--- src/rtl/mesi_pkg.sv ---
// MESI coherence encodings shared by mesi_next and mesi_fsm.
// Holds state, action, bus and mem codes plus the state and bus typedefs.
package mesi_pkg;

  typedef logic [1:0] mesi_state_t;
  typedef logic [1:0] mesi_bus_t;
  typedef logic [1:0] mesi_act_t;
  typedef logic [1:0] mesi_mem_t;

  localparam mesi_state_t ST_I = 2'b00;
  localparam mesi_state_t ST_S = 2'b01;
  localparam mesi_state_t ST_E = 2'b10;
  localparam mesi_state_t ST_M = 2'b11;

  localparam mesi_act_t ACT_RD_MISS = 2'b00;
  localparam mesi_act_t ACT_RD_HIT  = 2'b01;
  localparam mesi_act_t ACT_WR_MISS = 2'b10;
  localparam mesi_act_t ACT_WR_HIT  = 2'b11;

  localparam mesi_bus_t BUS_NONE    = 2'b00;
  localparam mesi_bus_t BUS_RD_MISS = 2'b01;
  localparam mesi_bus_t BUS_WR_MISS = 2'b10;
  localparam mesi_bus_t BUS_INVAL   = 2'b11;

  localparam mesi_mem_t MEM_NONE  = 2'b00;
  localparam mesi_mem_t MEM_FLUSH = 2'b01;
  localparam mesi_mem_t MEM_FETCH = 2'b10;

endpackage

--- src/rtl/mesi_next.sv ---
// mesi_next: combinational MESI transition table (issuer and snooper).
// Ports: mode, action, shared_in, bus_msg, state_cur in;
//        bus_nxt, mem_nxt, st_nxt out.
// Build option: MESI_SHARED_SUPPLY_EN lets an S snooper supply data.
module mesi_next
  import mesi_pkg::*;
(
  input  logic        mode,
  input  mesi_act_t   action,
  input  logic        shared_in,
  input  mesi_bus_t   bus_msg,
  input  mesi_state_t state_cur,
  output mesi_bus_t   bus_nxt,
  output mesi_mem_t   mem_nxt,
  output mesi_state_t st_nxt
);

  logic is_i;
  logic is_m;
  logic rd_hit;
  logic rd_miss;
  logic wr_hit;
  logic wr_miss;
  mesi_mem_t s_supply;

  assign is_i = (state_cur == ST_I);
  assign is_m = (state_cur == ST_M);

  // A hit on an invalid line is really a miss.
  assign rd_hit  = (action == ACT_RD_HIT) && !is_i;
  assign rd_miss = (action == ACT_RD_MISS)
                || ((action == ACT_RD_HIT) && is_i);
  assign wr_hit  = (action == ACT_WR_HIT) && !is_i;
  assign wr_miss = (action == ACT_WR_MISS)
                || ((action == ACT_WR_HIT) && is_i);

`ifdef MESI_SHARED_SUPPLY_EN
  assign s_supply = MEM_FLUSH;
`else
  assign s_supply = MEM_NONE;
`endif

  always_comb begin
    bus_nxt = BUS_NONE;
    mem_nxt = MEM_NONE;
    st_nxt  = state_cur;
    if (mode) begin
      unique case (1'b1)
        rd_hit: ;
        rd_miss: begin
          bus_nxt = BUS_RD_MISS;
          st_nxt  = shared_in ? ST_S : ST_E;
          if (is_m)
            mem_nxt = MEM_FLUSH;
          else
            mem_nxt = shared_in ? MEM_NONE
                                : MEM_FETCH;
        end
        wr_hit: begin
          st_nxt = ST_M;
          if (state_cur == ST_S)
            bus_nxt = BUS_INVAL;
        end
        wr_miss: begin
          bus_nxt = BUS_WR_MISS;
          st_nxt  = ST_M;
          if (is_m)
            mem_nxt = MEM_FLUSH;
        end
        default: ;
      endcase
    end else if (!is_i) begin
      unique case (bus_msg)
        BUS_RD_MISS: begin
          st_nxt = ST_S;
          if (state_cur == ST_S)
            mem_nxt = s_supply;
          else
            mem_nxt = MEM_FLUSH;
        end
        BUS_WR_MISS: begin
          st_nxt = ST_I;
          if (is_m)
            mem_nxt = MEM_FLUSH;
        end
        BUS_INVAL: st_nxt = ST_I;
        default: ;
      endcase
    end
  end

endmodule

--- src/rtl/mesi_fsm.sv ---
// mesi_fsm: per-line MESI controller with registered results.
// Ports: clock, clear (sync active-low), ctrl {mode,action,shared_in},
//        bus_msg, state_cur in; bus_out, mem_out, state_nxt out.
// Build option: MESI_SHARED_SUPPLY_EN (see mesi_next).
module mesi_fsm
  import mesi_pkg::*;
(
  input  logic        clock,
  input  logic        clear,
  input  logic [3:0]  ctrl,
  input  mesi_bus_t   bus_msg,
  input  mesi_state_t state_cur,
  output mesi_bus_t   bus_out,
  output mesi_mem_t   mem_out,
  output mesi_state_t state_nxt
);

  mesi_bus_t   bus_c;
  mesi_mem_t   mem_c;
  mesi_state_t st_c;

  mesi_next u_next (
    .mode      (ctrl[3]),
    .action    (ctrl[2:1]),
    .shared_in (ctrl[0]),
    .bus_msg   (bus_msg),
    .state_cur (state_cur),
    .bus_nxt   (bus_c),
    .mem_nxt   (mem_c),
    .st_nxt    (st_c)
  );

  always_ff @(posedge clock) begin
    if (!clear) begin
      bus_out   <= BUS_NONE;
      mem_out   <= MEM_NONE;
      state_nxt <= ST_I;
    end else begin
      bus_out   <= bus_c;
      mem_out   <= mem_c;
      state_nxt <= st_c;
    end
  end

endmodule

--- config.mk ---
export PLATFORM = sky130hd
export DESIGN_NAME = mesi_fsm
export DESIGN_NICKNAME = d
export VERILOG_FILES = /design/src/rtl/mesi_pkg.sv /design/src/rtl/mesi_next.sv /design/src/rtl/mesi_fsm.sv
export SDC_FILE = /design/constraint.sdc
export NUM_CORES = 1
export LEC_CHECK = 0
export CAP_MARGIN = 40
export CORE_AREA = 2 2 39 41
export DETAILED_ROUTE_END_ITERATION = 7
export DIE_AREA = 0 0 41 43
export PLACE_DENSITY = 0.54
export SLEW_MARGIN = 10
export SYNTH_ARGS = -nofsm -noshare
export SYNTH_HDL_FRONTEND = slang
export SYNTH_HIERARCHICAL = 1
export SYNTH_SLANG_ARGS = --single-unit
--- constraint.sdc ---
create_clock -name clock -period 1.6 [get_ports clock]
set_clock_uncertainty 0.05 [all_clocks]
set_input_delay 0.32 -clock clock [delete_from_list [all_inputs] [get_ports clock]]
set_output_delay 0.32 -clock clock [all_outputs]
set_load 0.01 [all_outputs]
==> summary.md, run 1 <==
| Metric | Value |
|---|---|
| Synth unique cells | 21 |
| # IOs | 16 |
| Global routing's busiest layer | met2 |
| Placed cells | 80 |
| NumNets Final | 82 |
| M2 GR Usage | 0.166 |
| Peak supply drop | 0.000154 V |
| Hold Vio Cnt, Final | 0 |
| WHS Path Cells | 5 |
| RSZ-0062 raised after global routing | no |
| Seq/Total Area, Yosys | 0.336 |
| Number of global-route vias before repair | 349 |
| Warnings, synthesis | 6 |
| Clock buffer count from CTS | 3 |
| Number of max-cap violations | 0 |
| Layout cell share with drive strength beyond 1 | 0.254 |
| Iteration-0 DRC Markers | 2 |
| Sw frac | 0.220 |
| Cell Int Power | 310 uW |
| Die H | 43 um |
| Worst slew pin tran | 296 ps |
| Tmin final | 1470 ps |
| Leakage power total | 0.288 nW |
| Routed length per instance | 9.39 um |
| Initial core utilization | 0.259 |
| Mean number of vias per cell | 4.60 |
| Met3 GRT Util | 0.0209 |
| Synthesized area | 358 um2 |
| # setup viols final | 0 |
| Total GRT Usage | 0.110 |
| Horiz. Die Dim | 41 um |
| Count of port buffers added during placement | 15 |
| Gpl congestion | 0.718 |
| Largest net degree at the start of global routing | 7 |
| Worst setup EP type | flip-flop |
| CP Launch Type | input pin |
| Final period utilization | 0.920 |
| Most common cell after layout, fill and taps aside | clkdlybuf4s50_1 |
| Via count | 382 |
| Final setup TNS | 0 ps |
| WHS Endpoint | mem_out[0] |
| Status | finished, final reports clean |
| DRC viols | 0 |
| Crit Path Max Fanout | 4 |
| Die ar. | 1760 um2 |
| Worst min-delay path category | in2reg |
| Clock Power Share | 0.330 |
| Dpl hpwl | 631 um |
| Worst hold slack | 698 ps |
| CTS clk-pin slew, worst paths | 40 ps |
| Fin util | 0.455 |
| Max-slew violation count | 0 |
| Synthesis-stage register bit count | 6 |
| CTS tree | done |
| H-tree level count | 1 |
| Clock sink count | 6 |
| Crit path arrival time | 1550 ps |
| Post-Synthesis Cells | 39 |
| Core Area | 1380 um2 |
| Syn Nets | 52 |
| Gr ovfl total | 0 |
| Met1 Use GR | 0.122 |
| Achievable Freq | 679 MHz |
| Min-delay src | bus_msg[1] |
| First-pass GRT wire length | 1320 um |
| Initial DRT Pass Iterations | 4 |
| Switch Pwr | 87.4 uW |
| WS Path Type | in2reg |
| Diode count | 0 |
| Seq pwr share | 0.399 |
| Most frequent cells in the layout | clkdlybuf4s50_1 (13), buf_4 (11), and2_1 (6), dfxtp_1 (6), nor3_1 (4) |
| Max clock buf depth | 2 |
| Layout Cells excl Fill | 83 |
| Layout overhead on the synthesized area | 75.9% |
| Routed Antenna Nets | 0 |
| Combinational Power Share | 0.271 |
| CTS root buf | clkbuf_4 |
| Rows | 14 |
| PwrDens | 632 nW/um2 |
| Avg Cell Area, Syn | 9.18 um2 |
| Aggregate routed wire length | 779 um |
| Post-CTS setup buffer count | 0 |
| Initial antenna violation count | 0 |
| Worst Path Required | 1680 ps |
| Relative slew slack | 0.803 |
| Fillers | 159 |
-- stage by stage --
| stage | setup WS (ps) | total power, mW | instance area [um2] |
|---|---|---|---|
| after CTS | 8.95 | 0.409 | 622 |
| final | 128 | 0.398 | 629 |
| after global placement | -228 | 0.270 | 599 |
| after global routing | 76.8 | 0.426 | 629 |
| after floorplan | 266 | 0.203 | 358 |
| after detailed placement | -249 | 0.270 | 599 |
-- worst max-delay path by stage --
| stage | startpoint | cells past startpoint | to |
|---|---|---|---|
| 5_1_grt | ctrl[3] | 4 | state_nxt[1] |
| 6_report | ctrl[3] | 4 | state_nxt[1] |
| 3_3_place_gp | bus_msg[0] | 6 | state_nxt[1] |
| 4_1_cts | bus_msg[0] | 6 | state_nxt[1] |
| 3_5_place_dp | bus_msg[0] | 6 | state_nxt[1] |
| 2_1_floorplan | bus_msg[0] | 5 | state_nxt[1] |
-- state kept, by name, summed over array words and instances, names as in the netlist --
name and flops:
mem_out 2, state_nxt 2, bus_out 2
-- metal layers --
metal | part of all wire | wire length, um
met5 | 0 | 0
met2 | 0.51 | 400
met3 | 0.085 | 66
met1 | 0.40 | 312
met4 | 0 | 0
-- cells in the mapped netlist (all sizes together) --
cell type	number	area share
and3	1	0.021
nand2b	1	0.017
maj3	1	0.028
and2	6	0.10
ha	3	0.10
o21bai	1	0.021
nor2b	2	0.035
nand2	2	0.021
a21oi	1	0.014
mux2	1	0.042
o21ai	1	0.014
o31ai	1	0.021
inv	2	0.021
a22o	1	0.024
nor3	4	0.056
nand4	1	0.017
nand4b	1	0.024
a221oi	1	0.024
buf	1	0.031
dfxtp	6	0.34
o21a	1	0.021
-- power by group through the flow --
stage	Clock (mW)	Sequential [mW]	Combinational, mW
finish	0.131	0.159	0.108
global route	0.149	0.159	0.118
CTS	0.141	0.159	0.109
detailed placement	0	0.161	0.108
global placement	0	0.161	0.108
floorplan	0	0.165	0.0372
-- kinds of logic (layout without fill, tap and decap cells) --
logic type	count (synthesis)	count (layout)	synth area share
AOI/OAI and AO/OA	7	7	0.140
adders and majority gates	4	4	0.133
buffers and inverters	3	31	0.0525
DFF	6	6	0.336
muxes	1	1	0.0419
and+or+nand+nor	18	18	0.297
-- worst max-delay path, stage by stage --
cell	delay, ps
clkdlybuf4s50_1	560
mux2_4	310
a22o_1	220
and2_1	140
-- repair_timing --
action / in CTS / in global routing
gates resized for setup: 0 / 3
endpoints found under the setup margin: 0 / 1
endpoints found under the hold margin: 0 / 0
hold buffers: 0 / 0
-- cell type report --
class	instances	area, um2	area share
inverter	2	7.51	0.0119
tap	16	20.0	0.0318
sequential	6	120	0.191
multi-input combinational	30	221	0.352
clock buffer	3	22.5	0.0358
timing repair buffer	26	238	0.378
No activity file was read; power rests on OpenSTA's default activity.
==> inputs of run 2 (changes only) <==
==> constraint.sdc (replaced) <==
create_clock -name clock -period 1.6 [get_ports clock]
set_clock_uncertainty 0.05 [all_clocks]
set_input_delay 0.16 -clock clock [delete_from_list [all_inputs] [get_ports clock]]
set_output_delay 0.16 -clock clock [all_outputs]
set_load 0.01 [all_outputs]
==> run 2 against run 1 <==
  * Die area is the same
  * Hold slack lost 160 ps
  * Combinational power shrank 10%
  * Sequential power is essentially flat
  * Final cell count shrank 7.2%
  * Clock power is essentially flat
  * Critical path depth grew 2
  * Utilization shrank 3.8 points
  * Via count shrank 7.3%
  * Critical path type unchanged
==> summary.md, run 2 (synthesized netlist as in run 1, its figures left out) <==
| Metric | Value |
|---|---|
| Final setup TNS | 0 ps (unchanged) |
| Layout overhead on the synthesized area | 61.2% |
| NumNets Final | 76 (-7.3%) |
| Worst slew pin tran | 282 ps (-13.7 ps) |
| Routed Antenna Nets | 0 (unchanged) |
| RSZ-0062 raised after global routing | no |
| Switch Pwr | 84.1 uW (-3.8%) |
| Count of port buffers added during placement | 15 (unchanged) |
| Worst path slowest cell | clkdlybuf4s50_1 |
| First-pass GRT wire length | 1190 um (-9.4%) |
| CTS clk-pin slew, worst paths | 40 ps (about the same) |
| Seq pwr share | 0.412 (+0.013) |
| CTS tree | done |
| Min-delay src | clear |
| Die H | 43 um (unchanged) |
| # IOs | 16 (unchanged) |
| Max clock buf depth | 2 (unchanged) |
| Worst min-delay path category | in2reg |
| Highest routed layer | met3 |
| Worst setup EP type | flip-flop |
| Core Area | 1380 um2 (unchanged) |
| Worst Path Buf+Inv | 2 (+1) |
| Via count | 354 (-7.3%) |
| WHS Path Cells | 2 (-3) |
| CP Launch Type | input pin |
| Post-CTS setup buffer count | 0 (unchanged) |
| Combinational Power Share | 0.252 (-0.019) |
| Clock Power Share | 0.336 (+0.006) |
| Worst Path Required | 1680 ps (about the same) |
| Initial DRT Pass Iterations | 1 (-3) |
| Gr ovfl total | 0 (unchanged) |
| Multi-input gate area | 219 um2 (-1.1%) |
| Peak supply drop | 0.000164 V (+6.2%) |
| Post_cts resized | 0 (unchanged) |
| Max-slew violation count | 0 (unchanged) |
| Rows | 14 (unchanged) |
| Gpl congestion | 0.675 (-6.0%) |
| Clock buffer count from CTS | 3 (unchanged) |
| Worst hold slack | 538 ps (-161 ps) |
| Die ar. | 1760 um2 (unchanged) |
| Sw frac | 0.218 (-0.00177) |
| Horiz. Die Dim | 41 um (unchanged) |
| Final period utilization | 0.905 (-0.0149) |
| Register Area | 120 um2 (unchanged) |
| Number of global-route vias before repair | 315 (-9.7%) |
| Most frequent cells in the layout | clkdlybuf4s50_1 (15), and2_1 (6), dfxtp_1 (6) |
| Status | finished, final reports clean |
| Initial core utilization | 0.259 (unchanged) |
| Initial antenna violation count | 0 (unchanged) |
| CTS root buf | clkbuf_4 |
| Iteration-0 DRC Markers | 0 (-2) |
| Dpl hpwl | 585 um (-7.4%) |
| Cell Int Power | 301 uW (-2.8%) |
| Number of max-cap violations | 0 (unchanged) |
| Tmin final | 1450 ps (-23.8 ps) |
| Hold Vio Cnt, Final | 0 (unchanged) |
| PwrDens | 668 nW/um2 (+5.8%) |
| DRC viols | 0 (unchanged) |
| WS Path Type | in2reg |
| Crit-path max cell delay | 470 ps (-90 ps) |
| WHS Endpoint | mem_out[1] |
| Layout cell share with drive strength beyond 1 | 0.164 (-0.0898) |
| WL met2 | 325 um (-19%) |
| Clock sink count | 6 (unchanged) |
| Most common cell after layout, fill and taps aside | clkdlybuf4s50_1 |
| Critical-path cell list | clkdlybuf4s50_1, inv_1, ha_1, mux2_4, a22o_1, and2_1 |
| # setup viols final | 0 (unchanged) |
| Total power | 386 uW (-3.0%) |
| Crit Path Max Fanout | 2 (-2) |
| Diode count | 0 (unchanged) |
| Leakage power total | 0.243 nW (-16%) |
| Routed length per instance | 9.16 um (-2.4%) |
| Relative slew slack | 0.812 (+0.00914) |
| H-tree level count | 1 (unchanged) |
| Fillers | 152 (-4.4%) |
| Total GRT Usage | 0.0992 (-0.0111) |
| Top Registers | bus_out x2, mem_out x2, state_nxt x2 |
| Met1 wire length | 316 um (+1.3%) |
| Aggregate routed wire length | 705 um (-9.5%) |
| WL met3 | 63 um (-4.5%) |
| Largest net degree at the start of global routing | 8 (+1) |
| Achievable Freq | 690 MHz (+1.6%) |
| Cts hold-fix bufs | 0 (unchanged) |
| Largest delay contributor family on the critical path | buffers and inverters |
| Fin util | 0.417 (-0.0380) |
| Crit path arrival time | 1530 ps (-20 ps) |
| Mean number of vias per cell | 4.60 (-0.11%) |
run 2: cell count changes in the layout (fill, tap and decap cells not counted):
cell             previous run  this run
ha_1                        2         3
buf_4                      11         5
ha_2                        1         0
dlymetal6s2s_1              2         0
clkdlybuf4s50_1            13        15
run 2: area by class of cell:
class / instances / area share
clock buffer: 3 / 0.0390
inverter: 2 / 0.0130
multi-input combinational: 30 / 0.380
sequential: 6 / 0.208
tap: 16 / 0.0347
timing repair buffer: 20 / 0.325
run 2: worst max-delay path by stage:
stage / depth (start not counted) / to / from
after floorplan: 5 / state_nxt[1] / bus_msg[0]
after global placement: 6 / state_nxt[1] / bus_msg[0]
after detailed placement: 6 / state_nxt[1] / bus_msg[0]
after CTS: 6 / state_nxt[1] / bus_msg[0]
after global routing: 6 / state_nxt[1] / bus_msg[0]
final: 6 / state_nxt[1] / bus_msg[0]
run 2: stage by stage:
step	setup slack (ps)	instances	instance area, um2
after floorplan	426	39	358
after global placement	-87.0	74	554
after detailed placement	-102	74	554
after CTS	152	77	577
after global routing	87.5	77	577
final	151	77	577
run 2: routing by layer:
metal / vias up / global-route usage
li1: 182 / -
met1: 159 / 0.118
met2: 13 / 0.144
met3: 0 / 0.0366
met4: 0 / 0.0600
met5: - / 0
run 2: power groups by stage:
stage / logic (mW) / registers, mW / clock network [mW]
floorplan: 0.0372 / 0.165 / 0
global placement: 0.0975 / 0.161 / 0
detailed placement: 0.0976 / 0.161 / 0
CTS: 0.0978 / 0.159 / 0.138
global route: 0.107 / 0.159 / 0.151
finish: 0.0972 / 0.159 / 0.130
